===== src/rtl/uart_rx_pkg.sv =====
// rtl/uart_rx_pkg.sv - shared types and constants for the UART receive control stage
package uart_rx_pkg;

    localparam int DATA_W     = 8;
    localparam int PRESCALE_W = 6;
    localparam int BIT_CNT_W  = 6;

    localparam logic [PRESCALE_W-1:0] PS_8  = PRESCALE_W'(8);
    localparam logic [PRESCALE_W-1:0] PS_16 = PRESCALE_W'(16);
    localparam logic [PRESCALE_W-1:0] PS_32 = PRESCALE_W'(32);

    typedef enum logic [2:0] {
        IDLE   = 3'd0,
        START  = 3'd1,
        DATA   = 3'd2,
        PARITY = 3'd3,
        STOP   = 3'd4
    } state_t;

    // Anything other than 16 or 32 is treated as the slowest-safe ratio of 8.
    function automatic logic [PRESCALE_W-1:0] legal_prescale(input logic [PRESCALE_W-1:0] ps);
        return (ps == PS_16 || ps == PS_32) ? ps : PS_8;
    endfunction

endpackage


===== src/rtl/uart_rx_fsm_if.sv =====
// rtl/uart_rx_fsm_if.sv - UART rx control bus; optional UART_RX_ERR_STATUS_EN adds err_clr/err_status
interface uart_rx_fsm_if;
    import uart_rx_pkg::*;

    logic                  RX_IN;
    logic [PRESCALE_W-1:0] prescale;
    logic                  PAR_EN;
    logic                  strt_glitch;
    logic                  par_err;
    logic                  stp_err;
    logic [PRESCALE_W-1:0] edge_cnt;
    logic [BIT_CNT_W-1:0]  bit_cnt;
    logic                  dat_samp_en;
    logic                  deser_en;
    logic                  strt_chk_en;
    logic                  par_chk_en;
    logic                  stp_chk_en;
    logic                  data_valid;
`ifdef UART_RX_ERR_STATUS_EN
    logic                  err_clr;
    logic [2:0]            err_status;
`endif

    modport master (
        input  RX_IN, prescale, PAR_EN, strt_glitch, par_err, stp_err,
        output edge_cnt, bit_cnt, dat_samp_en, deser_en,
               strt_chk_en, par_chk_en, stp_chk_en, data_valid
`ifdef UART_RX_ERR_STATUS_EN
        , input err_clr, output err_status
`endif
    );

    modport slave (
        output RX_IN, prescale, PAR_EN, strt_glitch, par_err, stp_err,
        input  edge_cnt, bit_cnt, dat_samp_en, deser_en,
               strt_chk_en, par_chk_en, stp_chk_en, data_valid
`ifdef UART_RX_ERR_STATUS_EN
        , output err_clr, input err_status
`endif
    );

endinterface


===== src/rtl/uart_rx_edge_bit_cnt.sv =====
// rtl/uart_rx_edge_bit_cnt.sv - oversampling edge counter and frame bit counter
module uart_rx_edge_bit_cnt
    import uart_rx_pkg::*;
(
    input  logic                  CLK,
    input  logic                  RST,
    input  logic                  enable,
    input  logic                  clear,
    input  logic [PRESCALE_W-1:0] ps_q,
    output logic [PRESCALE_W-1:0] edge_cnt,
    output logic [BIT_CNT_W-1:0]  bit_cnt,
    output logic                  last_edge
);

    assign last_edge = enable && (edge_cnt == ps_q - PRESCALE_W'(1));

    always_ff @(posedge CLK or posedge RST) begin
        if (RST) begin
            edge_cnt <= '0;
            bit_cnt  <= '0;
        end else if (clear) begin
            edge_cnt <= '0;
            bit_cnt  <= '0;
        end else if (enable) begin
            if (last_edge) begin
                edge_cnt <= '0;
                bit_cnt  <= bit_cnt + BIT_CNT_W'(1);
            end else begin
                edge_cnt <= edge_cnt + PRESCALE_W'(1);
            end
        end
    end

endmodule


===== src/rtl/uart_rx_fsm.sv =====
// rtl/uart_rx_fsm.sv - UART rx frame sequencer; UART_RX_ERR_STATUS_EN adds sticky err_status
module uart_rx_fsm
    import uart_rx_pkg::*;
(
    input  logic          CLK,
    input  logic          RST,
    uart_rx_fsm_if.master bus
);

    state_t                state;
    logic [PRESCALE_W-1:0] ps_q;
    logic                  par_q;
    logic                  frame_err;
    logic [PRESCALE_W-1:0] edge_cnt;
    logic [BIT_CNT_W-1:0]  bit_cnt;
    logic                  last_edge;
    logic                  pre_last;
    logic                  cnt_en;
    logic                  cnt_clear;

    assign cnt_en    = (state != IDLE);
    assign cnt_clear = last_edge && ((state == START && bus.strt_glitch) || state == STOP);
    // Strobes are registered, so they are armed one edge before the last edge.
    assign pre_last  = (edge_cnt == ps_q - PRESCALE_W'(2));

    uart_rx_edge_bit_cnt u_cnt (
        .CLK       (CLK),
        .RST       (RST),
        .enable    (cnt_en),
        .clear     (cnt_clear),
        .ps_q      (ps_q),
        .edge_cnt  (edge_cnt),
        .bit_cnt   (bit_cnt),
        .last_edge (last_edge)
    );

    assign bus.edge_cnt = edge_cnt;
    assign bus.bit_cnt  = bit_cnt;

    always_ff @(posedge CLK or posedge RST) begin
        if (RST) begin
            state           <= IDLE;
            ps_q            <= PS_8;
            par_q           <= 1'b0;
            frame_err       <= 1'b0;
            bus.dat_samp_en <= 1'b0;
            bus.deser_en    <= 1'b0;
            bus.strt_chk_en <= 1'b0;
            bus.par_chk_en  <= 1'b0;
            bus.stp_chk_en  <= 1'b0;
            bus.data_valid  <= 1'b0;
        end else begin
            bus.deser_en    <= 1'b0;
            bus.strt_chk_en <= 1'b0;
            bus.par_chk_en  <= 1'b0;
            bus.stp_chk_en  <= 1'b0;
            bus.data_valid  <= 1'b0;
            case (state)
                IDLE: begin
                    if (!bus.RX_IN) begin
                        state           <= START;
                        ps_q            <= legal_prescale(bus.prescale);
                        par_q           <= bus.PAR_EN;
                        frame_err       <= 1'b0;
                        bus.dat_samp_en <= 1'b1;
                    end
                end
                START: begin
                    bus.strt_chk_en <= pre_last;
                    if (last_edge) begin
                        if (bus.strt_glitch) begin
                            state           <= IDLE;
                            bus.dat_samp_en <= 1'b0;
                        end else begin
                            state <= DATA;
                        end
                    end
                end
                DATA: begin
                    bus.deser_en <= pre_last;
                    if (last_edge && bit_cnt == BIT_CNT_W'(DATA_W))
                        state <= par_q ? PARITY : STOP;
                end
                PARITY: begin
                    bus.par_chk_en <= pre_last;
                    if (last_edge) begin
                        frame_err <= frame_err | bus.par_err;
                        state     <= STOP;
                    end
                end
                STOP: begin
                    bus.stp_chk_en <= pre_last;
                    if (last_edge) begin
                        state           <= IDLE;
                        bus.dat_samp_en <= 1'b0;
                        bus.data_valid  <= !bus.stp_err && !frame_err;
                    end
                end
                default: begin
                    state           <= IDLE;
                    bus.dat_samp_en <= 1'b0;
                end
            endcase
        end
    end

`ifdef UART_RX_ERR_STATUS_EN
    logic [2:0] err_set;

    assign err_set = {last_edge && state == STOP   && bus.stp_err,
                      last_edge && state == PARITY && bus.par_err,
                      last_edge && state == START  && bus.strt_glitch};

    always_ff @(posedge CLK or posedge RST) begin
        if (RST)
            bus.err_status <= 3'b000;
        else
            bus.err_status <= (bus.err_clr ? 3'b000 : bus.err_status) | err_set;
    end
`endif

endmodule


===== src/flat_wrapper.sv =====
// flat-port wrapper written by rule: the top's interface ports become plain ports
module uart_rx_fsm_flat import uart_rx_pkg::*;
  (CLK, RST, bus_RX_IN, bus_prescale, bus_PAR_EN, bus_strt_glitch, bus_par_err, bus_stp_err, bus_edge_cnt, bus_bit_cnt, bus_dat_samp_en, bus_deser_en, bus_strt_chk_en, bus_par_chk_en, bus_stp_chk_en, bus_data_valid);
  uart_rx_fsm_if bus_i ();
  input  logic CLK;
  input  logic RST;
  input wire logic [$bits(bus_i.RX_IN)-1:0] bus_RX_IN;
  input wire logic [$bits(bus_i.prescale)-1:0] bus_prescale;
  input wire logic [$bits(bus_i.PAR_EN)-1:0] bus_PAR_EN;
  input wire logic [$bits(bus_i.strt_glitch)-1:0] bus_strt_glitch;
  input wire logic [$bits(bus_i.par_err)-1:0] bus_par_err;
  input wire logic [$bits(bus_i.stp_err)-1:0] bus_stp_err;
  output wire logic [$bits(bus_i.edge_cnt)-1:0] bus_edge_cnt;
  output wire logic [$bits(bus_i.bit_cnt)-1:0] bus_bit_cnt;
  output wire logic [$bits(bus_i.dat_samp_en)-1:0] bus_dat_samp_en;
  output wire logic [$bits(bus_i.deser_en)-1:0] bus_deser_en;
  output wire logic [$bits(bus_i.strt_chk_en)-1:0] bus_strt_chk_en;
  output wire logic [$bits(bus_i.par_chk_en)-1:0] bus_par_chk_en;
  output wire logic [$bits(bus_i.stp_chk_en)-1:0] bus_stp_chk_en;
  output wire logic [$bits(bus_i.data_valid)-1:0] bus_data_valid;
  assign bus_i.RX_IN = bus_RX_IN;
  assign bus_i.prescale = bus_prescale;
  assign bus_i.PAR_EN = bus_PAR_EN;
  assign bus_i.strt_glitch = bus_strt_glitch;
  assign bus_i.par_err = bus_par_err;
  assign bus_i.stp_err = bus_stp_err;
  assign bus_edge_cnt = bus_i.edge_cnt;
  assign bus_bit_cnt = bus_i.bit_cnt;
  assign bus_dat_samp_en = bus_i.dat_samp_en;
  assign bus_deser_en = bus_i.deser_en;
  assign bus_strt_chk_en = bus_i.strt_chk_en;
  assign bus_par_chk_en = bus_i.par_chk_en;
  assign bus_stp_chk_en = bus_i.stp_chk_en;
  assign bus_data_valid = bus_i.data_valid;
  uart_rx_fsm u_core (.CLK(CLK), .RST(RST), .bus(bus_i));
endmodule

===== config.mk =====
export PLATFORM = sky130hd
export DESIGN_NAME = uart_rx_fsm_flat
export DESIGN_NICKNAME = d
export VERILOG_FILES = /design/src/rtl/uart_rx_pkg.sv /design/src/rtl/uart_rx_fsm_if.sv /design/src/rtl/uart_rx_edge_bit_cnt.sv /design/src/rtl/uart_rx_fsm.sv /design/src/flat_wrapper.sv
export SDC_FILE = /design/constraint.sdc
export NUM_CORES = 1
export LEC_CHECK = 0
export CORE_MARGIN = 1.5
export CORE_UTILIZATION = 31
export DETAILED_ROUTE_END_ITERATION = 6
export PLACE_DENSITY = 0.51
export SLEW_MARGIN = 20
export SYNTH_ARGS = -nofsm -noshare
export SYNTH_HDL_FRONTEND = slang
export SYNTH_HIERARCHICAL = 1
export SYNTH_SLANG_ARGS = --single-unit
export TNS_END_PERCENT = 20

===== constraint.sdc =====
create_clock -name CLK -period 2.7 [get_ports CLK]
set_input_delay 0.54 -clock CLK [delete_from_list [all_inputs] [get_ports CLK]]
set_output_delay 0.54 -clock CLK [all_outputs]
set_load 0.01 [all_outputs]

==> results.sh, run 1 <==
export IMPL_synth_seq_cells=29
export IMPL_post_cts_hold_buffer_count=0
export IMPL_grt_remaining_overflow=0
export IMPL_cts_tree="yes"
export IMPL_ys_top_cells_by_count="dfrtp_1, nand2_1, a21oi_1, xor2_1, inv_1"
export IMPL_viasPerCell=5.10
export IMPL_initial_utilization=0.318
export IMPL_end_kind="flop"
export IMPL_finalClockSkew_ps=6.79
export IMPL_gpl_final_weighted_congestion=0.801
export IMPL_insertedDiodeCount=0
export IMPL_ys_warnings_count=6
export IMPL_report_final_hold_viol_count=0
export IMPL_setup_tns_after_final_layout_ps=0
export IMPL_filler_cell_count=575
export IMPL_cp_slowest_cell="dfrtp_1"
export IMPL_timing_critical_path_arrival_ps=2600
export IMPL_synth_cell_types=47
export IMPL_fraction_of_registers_with_async_set_or_reset_after_synthesis=1.00
export IMPL_critical_path_required_ps=2860
export IMPL_grt_max_degree=18
export IMPL_area_of_all_placed_cells_without_fillers_sq_mm=0.00227
export IMPL_power_leakage_nw=0.895
export IMPL_ys_top_cells_by_area="dfrtp_1, xor2_1, xnor2_1"
export IMPL_max_cap_viol=0
export IMPL_layout_worst_path_cycle_share=0.902
export IMPL_final_hold_slack_ps=445
export IMPL_placed_cells_incl_taps=282
export IMPL_post_synthesis_cells=178
export IMPL_most_frequent_cell_after_synthesis="dfrtp_1"
export IMPL_total_cts_buffers=5
export IMPL_die_width_um=77.9
export IMPL_synth_area_leader_cell="dfrtp_1"
export IMPL_max_slew_margin_rel=0.524
export IMPL_multi_input_area_sq_um=946
export IMPL_track_usage=0.148
export IMPL_timing_critical_path_slowest_cell_delay_ps=440
export IMPL_drt_antenna_violating_nets=0
export IMPL_design_portCount=31
export IMPL_start_kind="flop"
export IMPL_number_of_h_tree_levels=2
export IMPL_gr_util_met1=0.204
export IMPL_cts_sinks=29
export IMPL_grt_setup_unrepaired="false"
export IMPL_flip_flop_cell_with_the_highest_count_after_synthesis="dfrtp_1"
export IMPL_wire_per_inst_um=14.4
export IMPL_outcome="finished clean"
export IMPL_power_per_cell_area_mw_per_mm2=1110
export IMPL_period_needed_ps=2430
export IMPL_portBuffers=30
export IMPL_max_freq_mhz=411
export IMPL_syn_to_final_growth_pct=30.4
export IMPL_cts_root_to_sink_buffers=2
export IMPL_floorplan_die_area_sq_mm=0.00607
export IMPL_synthesis_area_per_instance_sq_um=9.78
export IMPL_criticalPathCategory="flop to flop"
export IMPL_grt_busiest_layer="met2"
export IMPL_via_count=1488
export IMPL_core_sq_mm=0.00547
export IMPL_number_of_synthesized_flops_with_an_enable_pin=0
export IMPL_clk_pin_slew_worst_paths_ps=70
export IMPL_met2_usage=0.228
export IMPL_timing_final_setup_violations=0
export IMPL_final_max_slew_viol_count=0
export IMPL_first_global_vias=1431
export IMPL_synth_seq_area_share=0.418
export IMPL_crit_chain="inv_1 -> ha_1 -> xor2_1 -> nor2_1 -> o31ai_2 -> nor2_4 -> buf_4 -> nor4b_1 -> a2111oi_0 -> a2bb2oi_1"
export IMPL_grt_pass1_wl_um=7110
export IMPL_antenna_found_initial=0
export IMPL_cts_root_buf="clkbuf_8"
export IMPL_post_dp_cell_area_sq_mm=0.00216
export IMPL_worst_path_max_fanout=6
export IMPL_highest_ir_drop_seen_on_vdd_v=0.000537
export IMPL_insertion_delay_ps=280
export IMPL_routed_wl_um=4190
export IMPL_rows=27
export IMPL_final_cells=292
export IMPL_syn_area_sq_mm=0.00174
export IMPL_hold_class="flop to flop"
export IMPL_detail_route_drc_violations=0
export IMPL_finalNetCount=236
export IMPL_cts_resized=0
export IMPL_post_dp_hpwl_um=2960
export IMPL_drt_first_pass_iters=4
export IMPL_drive_gt1_frac=0.145
export IMPL_netlist_area_leader_share=0.403
export IMPL_synthesis_nets=195
export IMPL_grt_met3_usage=0.0329
export IMPL_drt_initial_drc_count=78
export IMPL_area_sequential_sq_um=727
export IMPL_die_height_um=77.9
export IMPL_timing_worst_slew_pin_value_ps=713
==> stage by stage <==
stage / worst slack, ps / util / power (mW)
after global routing: 48.5 / 0.415 / 2.72
after CTS: 220 / 0.412 / 2.53
final: 265 / 0.415 / 2.51
after detailed placement: 242 / 0.396 / 2.13
after global placement: 304 / 0.396 / 2.14
after floorplan: 29.4 / - / 1.68
==> final timing paths <==
path	startpoint	endpoint	slack, ps	depth (start not counted)
max	u_core/ps_q[0]$_DFFE_PP0P_	u_core/bus.dat_samp_en$_DFFE_PP0P_	270	10
min	u_core/frame_err$_DFFE_PP0P_	u_core/bus.data_valid$_DFF_PP0_	440	1
max in group asynchronous	RST	u_core/ps_q[5]$_DFFE_PP0P_	1540	2
min in group asynchronous	RST	u_core/u_cnt/edge_cnt[5]$_DFFE_PP0P_	600	2
max reg2reg	u_core/ps_q[0]$_DFFE_PP0P_	u_core/bus.dat_samp_en$_DFFE_PP0P_	270	10
min reg2reg	u_core/frame_err$_DFFE_PP0P_	u_core/bus.data_valid$_DFF_PP0_	440	1
==> worst max-delay path, delay by kind of cell, from the launching register on <==
family | cells | cell delay, ps
AO/OA/AOI/OAI | 3 | 650
XOR/XNOR | 1 | 180
adder cells (fa/ha/maj) | 1 | 250
buffers and inverters | 2 | 240
flip-flops | 1 | 440
AND/OR/NAND/NOR | 3 | 570
==> layout make-up <==
type,count,share of cell area
inverters,9,0.0149
repair buffers,41,0.169
clock buffers,8,0.0397
multi-input cells,133,0.417
flip-flops and latches,29,0.320
well taps,72,0.0397
==> registers in the layout, indices dropped and copies added (netlist names) <==
register	cells
u_core/ps_q	6
u_core/u_cnt/bit_cnt	6
u_core/u_cnt/edge_cnt	6
u_core/state	3
u_core/bus.dat_samp_en	1
u_core/bus.data_valid	1
u_core/bus.deser_en	1
u_core/bus.par_chk_en	1
u_core/bus.stp_chk_en	1
u_core/bus.strt_chk_en	1
u_core/frame_err	1
u_core/par_q	1
==> logic make-up after synthesis <==
kind of cell	share of synthesized area
simple gates	0.253
compound gates	0.147
flops	0.418
xor+xnor	0.109
buf+inv	0.0446
fa+ha+maj	0.0288
==> routing by layer <==
| metal | wire length [um] | up-vias |
|---|---|---|
| met5 | 0 | - |
| met2 | 1920 | 38 |
| met1 | 2030 | 719 |
| met4 | 51 | 0 |
| met3 | 192 | 4 |
| li1 | - | 727 |
==> placed cells by master, fill, tap and decap left out, drive strengths merged, types with 2 or more instances in the layout <==
cell | Yosys | final
clkdlybuf4s50 | 0 | 30
dfrtp | 28 | 28
nand2 | 14 | 14
a21oi | 11 | 11
xor2 | 11 | 11
buf | 4 | 11
inv | 9 | 9
nor2 | 9 | 9
o31ai | 9 | 9
nor3 | 9 | 9
xnor2 | 8 | 8
clkbuf | 3 | 8
nand2b | 6 | 6
or4 | 6 | 6
nor4 | 5 | 5
o21ai | 5 | 5
nand4 | 4 | 4
or3 | 4 | 4
ha | 4 | 4
nor4b | 3 | 3
nor2b | 3 | 3
and2 | 2 | 2
nand3b | 2 | 2
and3 | 2 | 2
o211ai | 2 | 2
==> repair_timing <==
| item | in CTS | in global routing |
|---|---|---|
| endpoints found under the hold margin | 0 | 0 |
| setup endpoints to repair | 0 | 1 |
| buffers inserted | 0 | 2 |
==> power breakdown <==
group	leakage, nW	switching, mW	internal, mW
clock	0.0455	0.164	0.208
combinational	0.491	0.648	0.663
sequential	0.358	0.235	0.597
total	0.895	1.05	1.47
(Power assumes the default switching activity.)
==> inputs of run 2 (changes only) <==
- ABC_AREA: default -> 1
- PLACE_DENSITY: 0.51 -> 0.5
==> results.sh, run 2 <==
export IMPL_cts_root_buf="clkbuf_8"
export IMPL_power_leakage_nw=1.28
export IMPL_finalClockSkew_ps=7.12
export IMPL_final_max_slew_viol_count=0
export IMPL_synth_seq_cells=29
export IMPL_clockPowerShare=0.203
export IMPL_synthesis_area_per_instance_sq_um=6.99
export IMPL_drt_initial_drc_count=69
export IMPL_floorplan_die_area_sq_mm=0.00675
export IMPL_grt_met3_usage=0.0330
export IMPL_synth_compound_area_frac=0.0277
export IMPL_layout_worst_path_cycle_share=0.870
export IMPL_design_portCount=31
export IMPL_report_final_hold_viol_count=0
export IMPL_synth_seq_area_share=0.374
export IMPL_max_cap_viol=0
export IMPL_cts_sinks=29
export IMPL_cell_internal_pwr_mw=1.32
export IMPL_power_switching_uw=999
export IMPL_die_height_um=82.2
export IMPL_highest_ir_drop_seen_on_vdd_v=0.000403
export IMPL_met2_usage=0.252
export IMPL_power_switching_fraction=0.430
export IMPL_cp_slowest_cell="dfrtp_2"
export IMPL_detail_route_drc_violations=0
export IMPL_first_global_vias=1724
export IMPL_number_of_synthesized_flops_with_an_enable_pin=0
export IMPL_worstSetupPathDepth=17
export IMPL_max_slew_margin_rel=0.544
export IMPL_fraction_of_registers_with_async_set_or_reset_after_synthesis=1.00
export IMPL_syn_area_sq_mm=0.00194
export IMPL_critPathTopFamily="simple AND/OR/NAND/NOR gates"
export IMPL_area_of_all_placed_cells_without_fillers_sq_mm=0.00250
export IMPL_drt_first_pass_iters=4
export IMPL_post_cts_hold_buffer_count=0
export IMPL_post_dp_hpwl_um=3460
export IMPL_criticalPathCategory="flop to flop"
export IMPL_gpl_final_weighted_congestion=0.857
export IMPL_synthSimpleGateAreaFrac=0.435
export IMPL_layout_commonest_cell="nand2_1"
export IMPL_timing_worst_slew_pin_value_ps=683
export IMPL_finalNetCount=337
export IMPL_cts_root_to_sink_buffers=2
export IMPL_worstRegToRegCells=17
export IMPL_synthesis_nets=295
export IMPL_drt_antenna_violating_nets=0
export IMPL_period_needed_ps=2350
export IMPL_timing_critical_path_slowest_cell_delay_ps=410
export IMPL_post_dp_cell_area_sq_mm=0.00235
export IMPL_core_sq_mm=0.00599
export IMPL_layout_cells_most_common_list="nand2_1, inv_1, nor2_1"
export IMPL_gr_util_met1=0.205
export IMPL_outcome="finished clean"
export IMPL_end_kind="flop"
export IMPL_yosys_area_share_xor_xnor=0.0406
export IMPL_timing_final_setup_violations=0
export IMPL_critical_path_required_ps=2860
export IMPL_routed_wl_um=4580
export IMPL_ys_top_cells_by_area="dfrtp_1, nand2_1, nand3_1"
export IMPL_netlist_area_leader_share=0.361
export IMPL_synth_area_mux_share=0
export IMPL_track_usage=0.156
export IMPL_die_width_um=82.2
export IMPL_crit_chain="inv_1 -> ha_1 -> nand2_1 -> inv_1 -> nor2_1 -> nand3_1 -> nor2_2 -> nand3_4 -> inv_1 -> inv_2 -> a21oi_4 -> inv_4 -> nand2_2 -> nand4_2 -> nor3_2 -> xnor2_1 -> nor2_1"
export IMPL_grt_setup_unrepaired="false"
export IMPL_clk_pin_slew_worst_paths_ps=70
export IMPL_viasPerCell=4.58
export IMPL_post_synthesis_cells=278
export IMPL_cts_tree="yes"
export IMPL_portion_of_total_power_attributed_to_sequential_cells=0.315
export IMPL_start_kind="flop"
export IMPL_wire_per_inst_um=11.6
export IMPL_portBuffers=30
export IMPL_initial_utilization=0.324
export IMPL_most_frequent_cell_after_synthesis="nand2_1"
export IMPL_min_delay_path_depth=1
export IMPL_adder_cell_share_of_the_synthesized_area=0.0258
export IMPL_rows=28
export IMPL_hold_class="flop to flop"
export IMPL_biggestRegsByFlops="u_core/ps_q (6), u_core/u_cnt/bit_cnt (6), u_core/u_cnt/edge_cnt (6)"
export IMPL_critical_path_n_buffers_inverters=5
export IMPL_worst_path_max_fanout=10
export IMPL_via_count=1813
export IMPL_grt_busiest_layer="met2"
export IMPL_power_per_cell_area_mw_per_mm2=928
export IMPL_ys_warnings_count=6
export IMPL_path_common_cell="inv_1"
export IMPL_number_of_h_tree_levels=2
export IMPL_synth_cell_types=30
export IMPL_timing_critical_path_arrival_ps=2510
export IMPL_placement_setup_worst_slack_ps=95.9
export IMPL_insertion_delay_ps=280
export IMPL_insertedDiodeCount=0
export IMPL_setup_tns_after_final_layout_ps=0
export IMPL_synth_top_family_by_area="simple AND/OR/NAND/NOR gates"
export IMPL_synth_area_leader_cell="dfrtp_1"
export IMPL_max_freq_mhz=426
export IMPL_comb_power_share=0.482
export IMPL_total_cts_buffers=5
export IMPL_grt_max_degree=18
export IMPL_drive_gt1_frac=0.159
export IMPL_syn_to_final_growth_pct=28.6
export IMPL_grt_pass1_wl_um=7940
export IMPL_timing_final_ws_setup_ps=351
export IMPL_antenna_found_initial=0
export IMPL_ys_top_cells_by_count="nand2_1, inv_1, nor2_1"
export IMPL_flip_flop_cell_with_the_highest_count_after_synthesis="dfrtp_1"
export IMPL_grt_remaining_overflow=0
-- run 2: cell count changes in the layout (fill, tap and decap cells not counted), sizes merged, moves of 5 or more --
cell / previous run / this run
nand2: 14 / 95
nand2b: 6 / 0
xor2: 11 / 5
or4: 6 / 0
nand3: 1 / 30
o31ai: 9 / 0
nor2: 9 / 39
buf: 11 / 6
a21oi: 11 / 4
inv: 9 / 44
-- run 2: cell families after synthesis --
logic type	count (synthesis)
fa+ha+maj	4
flops	29
xor+xnor	9
buf+inv	46
simple gates	180
compound gates	10
-- run 2: final timing paths --
kind,slack (ps),to,from
worst max-delay path,350,u_core/u_cnt/edge_cnt[5]$_DFFE_PP0P_,u_core/ps_q[1]$_DFFE_PP0P_
worst min-delay path,440,u_core/bus.data_valid$_DFF_PP0_,u_core/frame_err$_DFFE_PP0P_
worst max register to register,350,u_core/u_cnt/edge_cnt[5]$_DFFE_PP0P_,u_core/ps_q[1]$_DFFE_PP0P_
worst min register to register,440,u_core/bus.data_valid$_DFF_PP0_,u_core/frame_err$_DFFE_PP0P_
max in group asynchronous,1520,u_core/ps_q[1]$_DFFE_PP0P_,RST
min in group asynchronous,640,u_core/u_cnt/edge_cnt[1]$_DFFE_PP0P_,RST
-- run 2: area by class of cell --
type                    count  area, sq um
clock buffers               7         86.3
clock inverters             1         30.0
fillers                   622         3490
inverters                  45          171
multi-input cells         203         1040
flip-flops and latches     29          728
well taps                  75         93.8
repair buffers             36          345
-- run 2: worst reg2reg max path: cells and delay by family (launching register included) --
| kind | cells | cell delay, ps |
|---|---|---|
| fa+ha+maj | 1 | 280 |
| flops | 1 | 410 |
| simple gates | 9 | 850 |
| xor+xnor | 1 | 130 |
| compound gates | 1 | 150 |
| buf+inv | 5 | 400 |
-- run 2: timing repair --
| action | in CTS | in global routing |
|---|---|---|
| resized for setup | 0 | 6 |
| setup endpoints to repair | 0 | 4 |
| setup buffers | 0 | 1 |
-- run 2: layer usage --
metal  part of all wire  vias to the layer above
met2               0.45                       37
met3              0.047                        6
met4              0.015                        0
li1                   -                      950
met1               0.49                      820
met5                  0                        -
-- run 2: power by group through the flow --
| stage | Clock (mW) | Sequential [mW] | Combinational, mW |
|---|---|---|---|
| 5_1_grt | 0.502 | 0.760 | 1.29 |
| 2_1_floorplan | 0 | 0.726 | 0.771 |
| 6_report | 0.471 | 0.731 | 1.12 |
| 3_5_place_dp | 0 | 0.745 | 1.11 |
| 4_1_cts | 0.488 | 0.738 | 1.12 |
| 3_3_place_gp | 0 | 0.750 | 1.12 |
-- run 2: metrics by stage --
step           power, mW  utilization  cells  hold WS, ps
6_report            2.32        0.417    396          442
5_1_grt             2.56        0.417    396          475
4_1_cts             2.34        0.412    395          438
3_5_place_dp        1.86        0.393    387          430
3_3_place_gp        1.87        0.393    387          446
2_1_floorplan       1.50            -    278          405
==> inputs of run 3 (changes only) <==
- CORE_UTILIZATION: 31 -> 48
- PLACE_DENSITY: 0.5 -> 0.73
- SLEW_MARGIN: 20 -> default
==> results.sh, run 3 (synthesized netlist as in run 2, its figures left out) <==
export IMPL_outcome="finished clean"
export IMPL_drt_initial_drc_count=90
export IMPL_max_freq_mhz=404
export IMPL_cts_root_to_sink_buffers=2
export IMPL_hold_class="flop to flop"
export IMPL_post_dp_cell_area_sq_mm=0.00231
export IMPL_track_usage=0.226
export IMPL_layout_worst_path_cycle_share=0.918
export IMPL_design_portCount=31
export IMPL_first_global_vias=1798
export IMPL_via_count=1845
export IMPL_placement_setup_worst_slack_ps=112
export IMPL_biggestRegsByFlops="u_core/ps_q (6), u_core/u_cnt/bit_cnt (6), u_core/u_cnt/edge_cnt (6)"
export IMPL_wire_per_inst_um=11.7
export IMPL_portBuffers=30
export IMPL_finalNetCount=335
export IMPL_cts_root_buf="clkbuf_8"
export IMPL_initial_utilization=0.515
export IMPL_crit_chain="inv_1 -> ha_1 -> nand2_1 -> inv_1 -> nor2_1 -> nand3_1 -> nor2_2 -> nand3_4 -> inv_1 -> inv_1 -> a21oi_2 -> inv_2 -> nand2_2 -> nand2_1 -> nor3_2 -> xor2_1 -> nor2_1"
export IMPL_die_width_um=66.6
export IMPL_worst_path_max_fanout=9
export IMPL_ff2ff_setup_slack_ps=220
export IMPL_detail_route_drc_violations=0
export IMPL_core_sq_mm=0.00377
export IMPL_insertedDiodeCount=0
export IMPL_area_sequential_sq_um=728
export IMPL_period_needed_ps=2480
export IMPL_area_of_all_placed_cells_without_fillers_sq_mm=0.00241
export IMPL_syn_to_final_growth_pct=24.0
export IMPL_timing_critical_path_arrival_ps=2650
export IMPL_drt_antenna_violating_nets=0
export IMPL_path_common_cell="inv_1"
export IMPL_report_final_hold_viol_count=0
export IMPL_critical_path_required_ps=2870
export IMPL_final_max_slew_viol_count=0
export IMPL_power_per_cell_area_mw_per_mm2=915
export IMPL_finalClockSkew_ps=3.66
export IMPL_timing_final_ws_setup_ps=222
export IMPL_start_kind="flop"
export IMPL_post_dp_hpwl_um=3190
export IMPL_critPathTopFamily="simple AND/OR/NAND/NOR gates"
export IMPL_grt_remaining_overflow=0
export IMPL_max_slew_margin_rel=0.565
export IMPL_viasPerCell=5.03
export IMPL_max_cap_viol=0
export IMPL_floorplan_die_area_sq_mm=0.00444
export IMPL_drive_gt1_frac=0.154
export IMPL_die_height_um=66.6
export IMPL_grt_max_degree=18
export IMPL_end_kind="flop"
export IMPL_total_cts_buffers=5
export IMPL_gpl_final_weighted_congestion=1.02
export IMPL_timing_critical_path_slowest_cell_delay_ps=400
export IMPL_power_leakage_nw=1.25
export IMPL_antenna_found_initial=0
export IMPL_timing_final_setup_violations=0
export IMPL_cts_sinks=29
export IMPL_layout_commonest_cell="nand2_1"
export IMPL_critical_path_n_buffers_inverters=5
export IMPL_cts_tree="yes"
export IMPL_grt_pass1_wl_um=7680
export IMPL_clk_pin_slew_worst_paths_ps=70
export IMPL_number_of_h_tree_levels=2
export IMPL_cp_slowest_cell="dfrtp_2"
export IMPL_multi_input_area_sq_mm=0.00104
export IMPL_timing_worst_slew_pin_value_ps=651
export IMPL_insertion_delay_ps=280
export IMPL_criticalPathCategory="flop to flop"
export IMPL_layout_cells_most_common_list="nand2_1, inv_1, nor2_1"
export IMPL_highest_ir_drop_seen_on_vdd_v=0.000595
export IMPL_filler_cell_count=353
export IMPL_drt_first_pass_iters=4
export IMPL_routed_wl_um=4300
export IMPL_rows=22
==> run 3: cell count changes in the layout (fill, tap and decap cells not counted), sizes merged <==
cell | previous run | this run
clkbuf | 7 | 5
clkinv | 1 | 3
clkinvlp | 0 | 1
bufinv | 1 | 0
buf | 6 | 4
==> run 3: area by class of cell <==
type	count	area share
flip-flops and latches	29	0.302
clock buffers	5	0.0286
repair buffers	34	0.137
well taps	48	0.0249
multi-input cells	203	0.430
clock inverters	3	0.00727
inverters	45	0.0701
==> run 3: final timing paths <==
kind | start | to | cells after the start
setup / recovery | u_core/ps_q[1]$_DFFE_PP0P_ | u_core/u_cnt/edge_cnt[4]$_DFFE_PP0P_ | 17
hold / removal | u_core/frame_err$_DFFE_PP0P_ | u_core/bus.data_valid$_DFF_PP0_ | 1
setup reg to reg | u_core/ps_q[1]$_DFFE_PP0P_ | u_core/u_cnt/edge_cnt[4]$_DFFE_PP0P_ | 17
hold reg to reg | u_core/frame_err$_DFFE_PP0P_ | u_core/bus.data_valid$_DFF_PP0_ | 1
max in group asynchronous | RST | u_core/ps_q[1]$_DFFE_PP0P_ | 2
min in group asynchronous | RST | u_core/u_cnt/bit_cnt[0]$_DFFE_PP0P_ | 2
==> run 3: layer usage <==
layer | global-route usage | routed length (um) | share of wire | up-vias
met4 | 0.0816 | 70 | 0.016 | 0
met1 | 0.293 | 1910 | 0.44 | 830
li1 | - | - | - | 943
met2 | 0.375 | 2060 | 0.48 | 64
met3 | 0.0439 | 263 | 0.061 | 8
met5 | 0 | 0 | 0 | -
==> run 3: what timing repair did <==
action,4_1_cts,5_1_grt
hold buffers,0,0
setup endpoints to repair,0,3
endpoints found under the hold margin,0,0
gates resized for setup,0,3
buffers inserted,0,0
==> run 3: worst register-to-register path, delay by kind of cell, from the launching register on <==
family / cells / cell delay (ps)
AND/OR/NAND/NOR: 9 / 930
buffers and inverters: 5 / 410
flip-flops: 1 / 400
adder cells (fa/ha/maj): 1 / 280
XOR/XNOR: 1 / 170
AO/OA/AOI/OAI: 1 / 160
==> run 3: report_power, final <==
group          switching, mW  internal [mW]  leakage (nW)  total, mW
sequential             0.194          0.547         0.381      0.741
clock                  0.177          0.177        0.0439      0.354
combinational          0.644          0.467         0.828       1.11
==> run 3: stage by stage <==
step | hold slack [ps] | power, mW | TNS [ps] | std cells | utilization
2_1_floorplan | 405 | 1.50 | 0 | 278 | -
3_3_place_gp | 441 | 1.83 | 0 | 359 | 0.613
3_5_place_dp | 430 | 1.84 | 0 | 359 | 0.613
4_1_cts | 460 | 2.21 | 0 | 367 | 0.636
5_1_grt | 479 | 2.42 | -48.2 | 367 | 0.639
6_report | 462 | 2.21 | 0 | 367 | 0.639
